$ cat src/rtl/mem_port_arbiter.sv
// Two-requester arbiter sharing one single-port 1024x32 memory between the
// data port (m0) and the instruction-fetch port (m1). m0 has fixed priority;
// an aging counter lets m1 override after MAX_WAIT consecutive denied cycles.
// Read data returns one cycle after grant, routed back to the granted port.
module mem_port_arbiter #(
  parameter int unsigned MAX_WAIT = 4,
  parameter int unsigned WAIT_W   = 4
) (
  input  logic        clk,
  input  logic        rst,
  input  logic        m0_req,
  input  logic        m0_wen,
  input  logic [31:0] m0_addr,
  input  logic [31:0] m0_wdata,
  output logic        m0_gnt,
  output logic        m0_rvalid,
  output logic [31:0] m0_rdata,
  input  logic        m1_req,
  input  logic        m1_wen,
  input  logic [31:0] m1_addr,
  input  logic [31:0] m1_wdata,
  output logic        m1_gnt,
  output logic        m1_rvalid,
  output logic [31:0] m1_rdata,
  output logic        mem_cen,
  output logic        mem_wen,
  output logic [31:0] mem_a,
  output logic [31:0] mem_d,
  input  logic [31:0] mem_q
);

  typedef enum logic {
    SEL_M0 = 1'b0,
    SEL_M1 = 1'b1
  } sel_e;

  localparam logic [WAIT_W-1:0] LP_MAX_WAIT = WAIT_W'(MAX_WAIT);

  logic [WAIT_W-1:0] r_wait_cnt;
  sel_e              r_rsel;
  logic              r_rvalid;

  logic              w_aged;
  logic              w_m0_win;
  logic              w_m1_win;
  logic [WAIT_W-1:0] w_wait_nxt;

  // Winner selection; all grants are suppressed while reset is held.
  always_comb begin
    w_aged   = (r_wait_cnt == LP_MAX_WAIT);
    w_m1_win = 1'b0;
    w_m0_win = 1'b0;
    if (!rst) begin
      w_m1_win = m1_req && (!m0_req || w_aged);
      w_m0_win = m0_req && !w_m1_win;
    end
  end

  // Drive the memory command from the winner, zeros when idle.
  always_comb begin
    m0_gnt  = w_m0_win;
    m1_gnt  = w_m1_win;
    mem_cen = 1'b0;
    mem_wen = 1'b0;
    mem_a   = '0;
    mem_d   = '0;
    if (w_m1_win) begin
      mem_cen = 1'b1;
      mem_wen = m1_wen;
      mem_a   = m1_addr;
      mem_d   = m1_wdata;
    end else if (w_m0_win) begin
      mem_cen = 1'b1;
      mem_wen = m0_wen;
      mem_a   = m0_addr;
      mem_d   = m0_wdata;
    end
  end

  // Aging counter next value: cleared on m1 grant or when m1 is idle,
  // otherwise counts denied cycles up to MAX_WAIT.
  always_comb begin
    w_wait_nxt = '0;
    if (m1_req && !w_m1_win) begin
      if (r_wait_cnt == LP_MAX_WAIT) begin
        w_wait_nxt = r_wait_cnt;
      end else begin
        w_wait_nxt = r_wait_cnt + 1'b1;
      end
    end
  end

  // Aging state and response pipeline; reset drops any in-flight response.
  always_ff @(posedge clk or posedge rst) begin
    if (rst) begin
      r_wait_cnt <= '0;
      r_rsel     <= SEL_M0;
      r_rvalid   <= 1'b0;
    end else begin
      r_wait_cnt <= w_wait_nxt;
      r_rvalid   <= mem_cen & ~mem_wen;
      r_rsel     <= w_m1_win ? SEL_M1 : SEL_M0;
    end
  end

  // Route the memory read data to the port that was granted last cycle.
  always_comb begin
    m0_rvalid = r_rvalid && (r_rsel == SEL_M0);
    m1_rvalid = r_rvalid && (r_rsel == SEL_M1);
    m0_rdata  = '0;
    m1_rdata  = '0;
    if (!rst) begin
      if (r_rsel == SEL_M1) begin
        m1_rdata = mem_q;
      end else begin
        m0_rdata = mem_q;
      end
    end
  end

endmodule
$ cat config.mk
export PLATFORM = sky130hd
export DESIGN_NAME = mem_port_arbiter
export DESIGN_NICKNAME = d
export VERILOG_FILES = /design/src/rtl/mem_port_arbiter.sv
export SDC_FILE = /design/constraint.sdc
export NUM_CORES = 1
export LEC_CHECK = 0
export BUFFER_PORTS_ARGS = -buffer_cell sky130_fd_sc_hd__buf_2
export CORE_AREA = 2 2 115 117
export CTS_CLUSTER_SIZE = 12
export DETAILED_ROUTE_END_ITERATION = 7
export DIE_AREA = 0 0 117 119
export PLACE_DENSITY = 0.48
export SYNTH_ARGS = -nofsm -noshare
export SYNTH_HDL_FRONTEND = slang
export SYNTH_SLANG_ARGS = --single-unit
$ cat constraint.sdc
create_clock -name clk -period 2.8 [get_ports clk]
set_input_delay 0.28 -clock clk [delete_from_list [all_inputs] [get_ports clk]]
set_output_delay 0.28 -clock clk [all_outputs]
set_load 0.02 [all_outputs]
; Word-level counts from Yosys, hierarchy flattened
; Index checks and enable logic that the tools add are counted.
[totals]
register_bits = 6
input_bits = 166
out_inout_bits = 134
elab_cells = 35
[op_classes]
n_addsub = 1
eq_ne = 2
n_mux = 17
bitwise = 3
n_reduce_logical = 9
[op_table]
columns = op, count
row1 = 2-to-1 mux 32 bit, 8
row2 = 2-to-1 mux 4 bit, 2
row3 = 2-to-1 mux 1 bit, 7
row4 = logical AND 1 bit, 5
row5 = adder 4 x 1 -> 4 bit (second input constant), 1
row6 = equality test 4 x 3 -> 1 bit (second input constant), 1
row7 = zero test 1 bit, 3
row8 = inequality test 2 bit (second input constant), 1
row9 = inverter 1 bit, 2
row10 = AND 1 bit, 1
row11 = logical OR 1 bit, 1

; Depth between registers and ports, before layout
[depth]
ltp_word = 10
ltp_mapped = 7
mapped_depth_nobuf = 5

; Worst setup path after synthesis
; No wires, ideal clock.
[synth_path]
path_kind = reg-to-output
from = register r_wait_cnt[0]
to = output port mem_d[18]
arrival_ps = 1583
required_ps = 2520
setup_slack_ps = 937
path_stages_with_launch = 7
n_path_buf = 1
path_cell_list = dfrtp_1 -> inv_1 -> ha_1 -> and3b_1 -> a21oi_2 -> buf_2 -> a22o_1
[synth_between]
elab_chain_len = 8
elab_cells_between_ends = 9
classes_between = eq/ne: 1 / mux: 4 / reduce/logical: 4
[synth_lines]
columns = element, line_no
row1 = "start, declared", 39  ; logic [WAIT_W-1:0] r_wait_cnt;
row2 = "start signal, assigned", 100  ; r_wait_cnt <= w_wait_nxt;
row3 = equality test 4 x 3 -> 1 bit, 50  ; w_aged = (r_wait_cnt == LP_MAX_WAIT);
row4 = logical OR 1 bit, 54  ; w_m1_win = m1_req && (!m0_req || w_aged);
row5 = logical AND 1 bit, 54
row6 = zero test 1 bit, 55  ; w_m0_win = m0_req && !w_m1_win;
row7 = logical AND 1 bit, 55
row8 = 2-to-1 mux 1 bit, 53  ; if (!rst) begin
row9 = named net m0_gnt, 15  ; output logic m0_gnt,
row10 = 2-to-1 mux 32 bit, 72  ; end else if (w_m0_win) begin
row11 = 2-to-1 mux 32 bit, 67  ; if (w_m1_win) begin
row12 = "end, declared", 28  ; output logic [31:0] mem_d,
; The timed path passes the listed nets, and every way through them passes these cells.

; Worst setup path in the final report
[layout_path]
from = register r_wait_cnt[0]
to = output port mem_d[30]
[layout_between]
elab_chain_len = 8
elab_cells_between_ends = 9
classes_between = eq/ne: 1 / mux: 4 / reduce/logical: 4
[layout_lines]
columns = element, line_no
row1 = equality test 4 x 3 -> 1 bit *, 50
row2 = logical OR 1 bit *, 54
row3 = logical AND 1 bit *, 54
row4 = zero test 1 bit, 55
row5 = logical AND 1 bit, 55
row6 = 2-to-1 mux 1 bit, 53
row7 = 2-to-1 mux 32 bit, 72
row8 = 2-to-1 mux 32 bit *, 67
; Mark *: on every way between the ends. The rest lies on a longest branch, timed or not.

==> flow_summary.ini <==
[status]
status = finished, final reports clean

[cells_and_area]
fillers = 1397
fin_nets = 641
register_area_um2 = 150
final_cells = 647
antennaDiodeCount = 0
drive_above_1_share_pct = 66.0
syn_to_final_growth_pct = 116
multi_input_area_mm2 = 0.00119

[global_routing]
grtUsageTotal_pct = 9.78
grt_pass1_wl_mm = 10.8
antenna_found_initial = 0
grt_max_degree = 68
grt_pass1_vias = 2312
gr-total-overflow = 0

[die]
ios = 300
initial_core_util_pct = 11.5
die_y_um = 119
die_area_mm2 = 0.0139
coreArea_mm2 = 0.0129
die_x_um = 117
num_rows = 42

[placed_design]
dp_hpwl_mm = 6.76
place_congestion = 0.851
numPlacedInstances = 644
port_buffers = 299

[power_and_ir_drop]
combPwrFrac_pct = 60.2
p_switching_uw = 328
p_per_area_mw_per_mm2 = 258
switching_share_pct = 39.7
clkPwrFrac_pct = 27.9
pwr-share-seq_pct = 11.9
p_leak_uw = 0.00203
peakVddDrop_uv = 177
power.internal_uw = 499

[synthesis]
syn-num-nets = 353
syn_area_per_cell_um2 = 7.99
yosysSeqAreaShare_pct = 10.2
synth_cells = 185
muxShareOfSynthArea_pct = 1.52
synth_top_family_by_area = compound AO/OA/AOI/OAI gates
synth_edf_count = 0
synthArstFlopShare_pct = 100
synthAdderAreaFrac_pct = 1.69
netlist-cell-type-count = 23
ys_ff_latch = 6
synth_simple_gate_area_share_pct = 33.9
synthFlopType = dfrtp_1
yosysWarnings = 0
synth_compound_area_share_pct = 41.1
synth_xor_area_share_pct = 1.18
syn_area_mm2 = 0.00148

[drt]
via_per_inst = 4.08
vias = 2640
drtAntennaViolNets = 0
routedWlPerCell_um = 12.3
detail_route.first_pass.iterations = 4
drtIter0Drc = 59
drc = 0
wl_mm = 7.96

[clocking]
cts_buffer_depth = 2
post_cts_resize_count = 0
root_buffer = clkbuf_16
cts.hold.buffers_added = 0
clkTransAtPathRegs_ns = 0.03
cts_num_sinks = 6
cts_buffers = 3
clk_latency_ns = 0.23
cts_tree = yes
post-cts-setup-buffers = 0
htreeDepth = 1

[worst_setup_path]
crit_type = flop to primary output
cpMaxStageDelayCell = dfrtp_1
crit_path_start_kind = flop
cp.required_ns = 2.52
critPathMaxStageDelay_ns = 0.40
cp.arrival_ns = 2.10
cp_max_fo = 67
cp-end-kind = primary output
crit_path_cell_trace = inv_1 -> ha_1 -> and3b_1 -> a21oi_4 -> buf_12 -> a22o_1 -> buf_2

[timing]
slew_violations = 0
tightest_slew_ns = 0.298
finalSetupTns_ns = 0
fin_crit_sh_pct = 84.9
finalHoldViolations = 0
relSlewSlack_pct = 79.9
max_freq_mhz = 421
rsz0062_at_grt = no
setup_viol = 0
finClkSkew_ns = 0.00219
post-route-min-period_ns = 2.38

[flow_run]
max-cap-violations = 0

[min_path]
hold_class = primary input to asynchronous set/reset pin
## state kept, by name (all words and copies together) (netlist names)
name	flops
r_wait_cnt	4
r_rsel	1
r_rvalid	1
## cell usage after synthesis, types with 2 or more instances
library cell  instances  share of area [%]
a21oi_2               2                1.2
a22o_1               65                 38
and2_1               65                 27
and3_1                4                1.7
buf_2                 6                2.0
buf_6                 7                5.3
clkbuf_1              6                1.5
dfrtp_1               6                 10
ha_1                  2                1.7
inv_1                 4                1.0
mux2_2                2                1.5
nand2b_1              2               0.85
nor2_1                2               0.51
nor2b_1               2               0.85
xnor2_1               2                1.2
## critical path: cells and delay by family, from the launching register on
kind / cells / cell delay, ns
AOI/OAI and AO/OA: 2 / 0.42
adders and majority gates: 1 / 0.25
buffers and inverters: 3 / 0.53
DFF: 1 / 0.40
and+or+nand+nor: 1 / 0.23
## area by class of cell
class	count	share of cell area (%)
Timing Repair Buffer	303	48.5
Multi-Input combinational cell	155	37.2
Tap cell	176	6.88
Sequential cell	6	4.69
Clock buffer	3	2.34
Inverter	4	0.469
## stage by stage
stage	utilization [%]	hold slack (ns)	total power, uW	area, um^2	worst slack [ns]
global placement	24.3	0.273	597	3130	0.729
global route	24.9	0.0535	878	3200	0.336
detailed placement	24.3	0.271	600	3130	0.682
floorplan	-	0.0768	371	1480	0.937
finish	24.9	0.0213	827	3200	0.423
CTS	24.9	0.0290	839	3200	0.431
## per-layer routing
metal	up-vias	track usage, %	wire (um)	share of wire, %
met2	189	17.9	3790	48
met3	8	1.88	790	9.9
met1	1191	11.9	3330	42
li1	1252	-	-	-
met4	0	1.47	46	0.58
met5	-	0	0	0
## power by group through the flow
stage	clock, uW	combinational [uW]	sequential [uW]
final	231	498	98.1
after global routing	240	539	98.9
after CTS	238	503	98.1
after detailed placement	0	501	99.1
after global placement	0	498	98.6
after floorplan	0	273	97.7
## cells by family (layout without fill, tap and decap cells)
family	Yosys count	in the layout
DFF	6	6
xor gates and xnor gates	2	2
buffers and inverters	24	310
and+or+nand+nor	79	79
muxes	2	2
AOI/OAI and AO/OA	70	70
adders and majority gates	2	2
## worst paths after layout
kind	start	endpoint	slack (ns)	cells past startpoint
setup reg to reg	r_wait_cnt[0]$_DFFE_PP0P_	r_rvalid$_DFF_PP0_	1.15	6
max in group asynchronous	rst	r_wait_cnt[2]$_DFFE_PP0P_	2.57	2
hold reg to reg	r_wait_cnt[3]$_DFFE_PP0P_	r_rsel$_DFF_PP0_	0.68	2
hold / removal	rst	r_wait_cnt[0]$_DFFE_PP0P_	0.02	2
min in group clk	m0_wen	r_rvalid$_DFF_PP0_	0.29	2
setup / recovery	r_wait_cnt[0]$_DFFE_PP0P_	mem_d[30]	0.42	7
## cells in the final DEF (no fill, tap or decap)
cell type  instances
a21o_1             1
a21oi_4            2
a221oi_1           1
a22o_1            65
and2_1            65
and3_1             4
and3b_1            1
buf_12             2
buf_2            299
buf_4              2
clkbuf_16          3
dfrtp_1            6
ha_1               2
inv_1              4
mux2_2             2
nand2_1            1
nand2b_1           2
nand3_1            1
nand3b_4           1
nor2_1             2
nor2b_1            2
o21ai_0            1
xnor2_1            2
(Power assumes the default switching activity.)
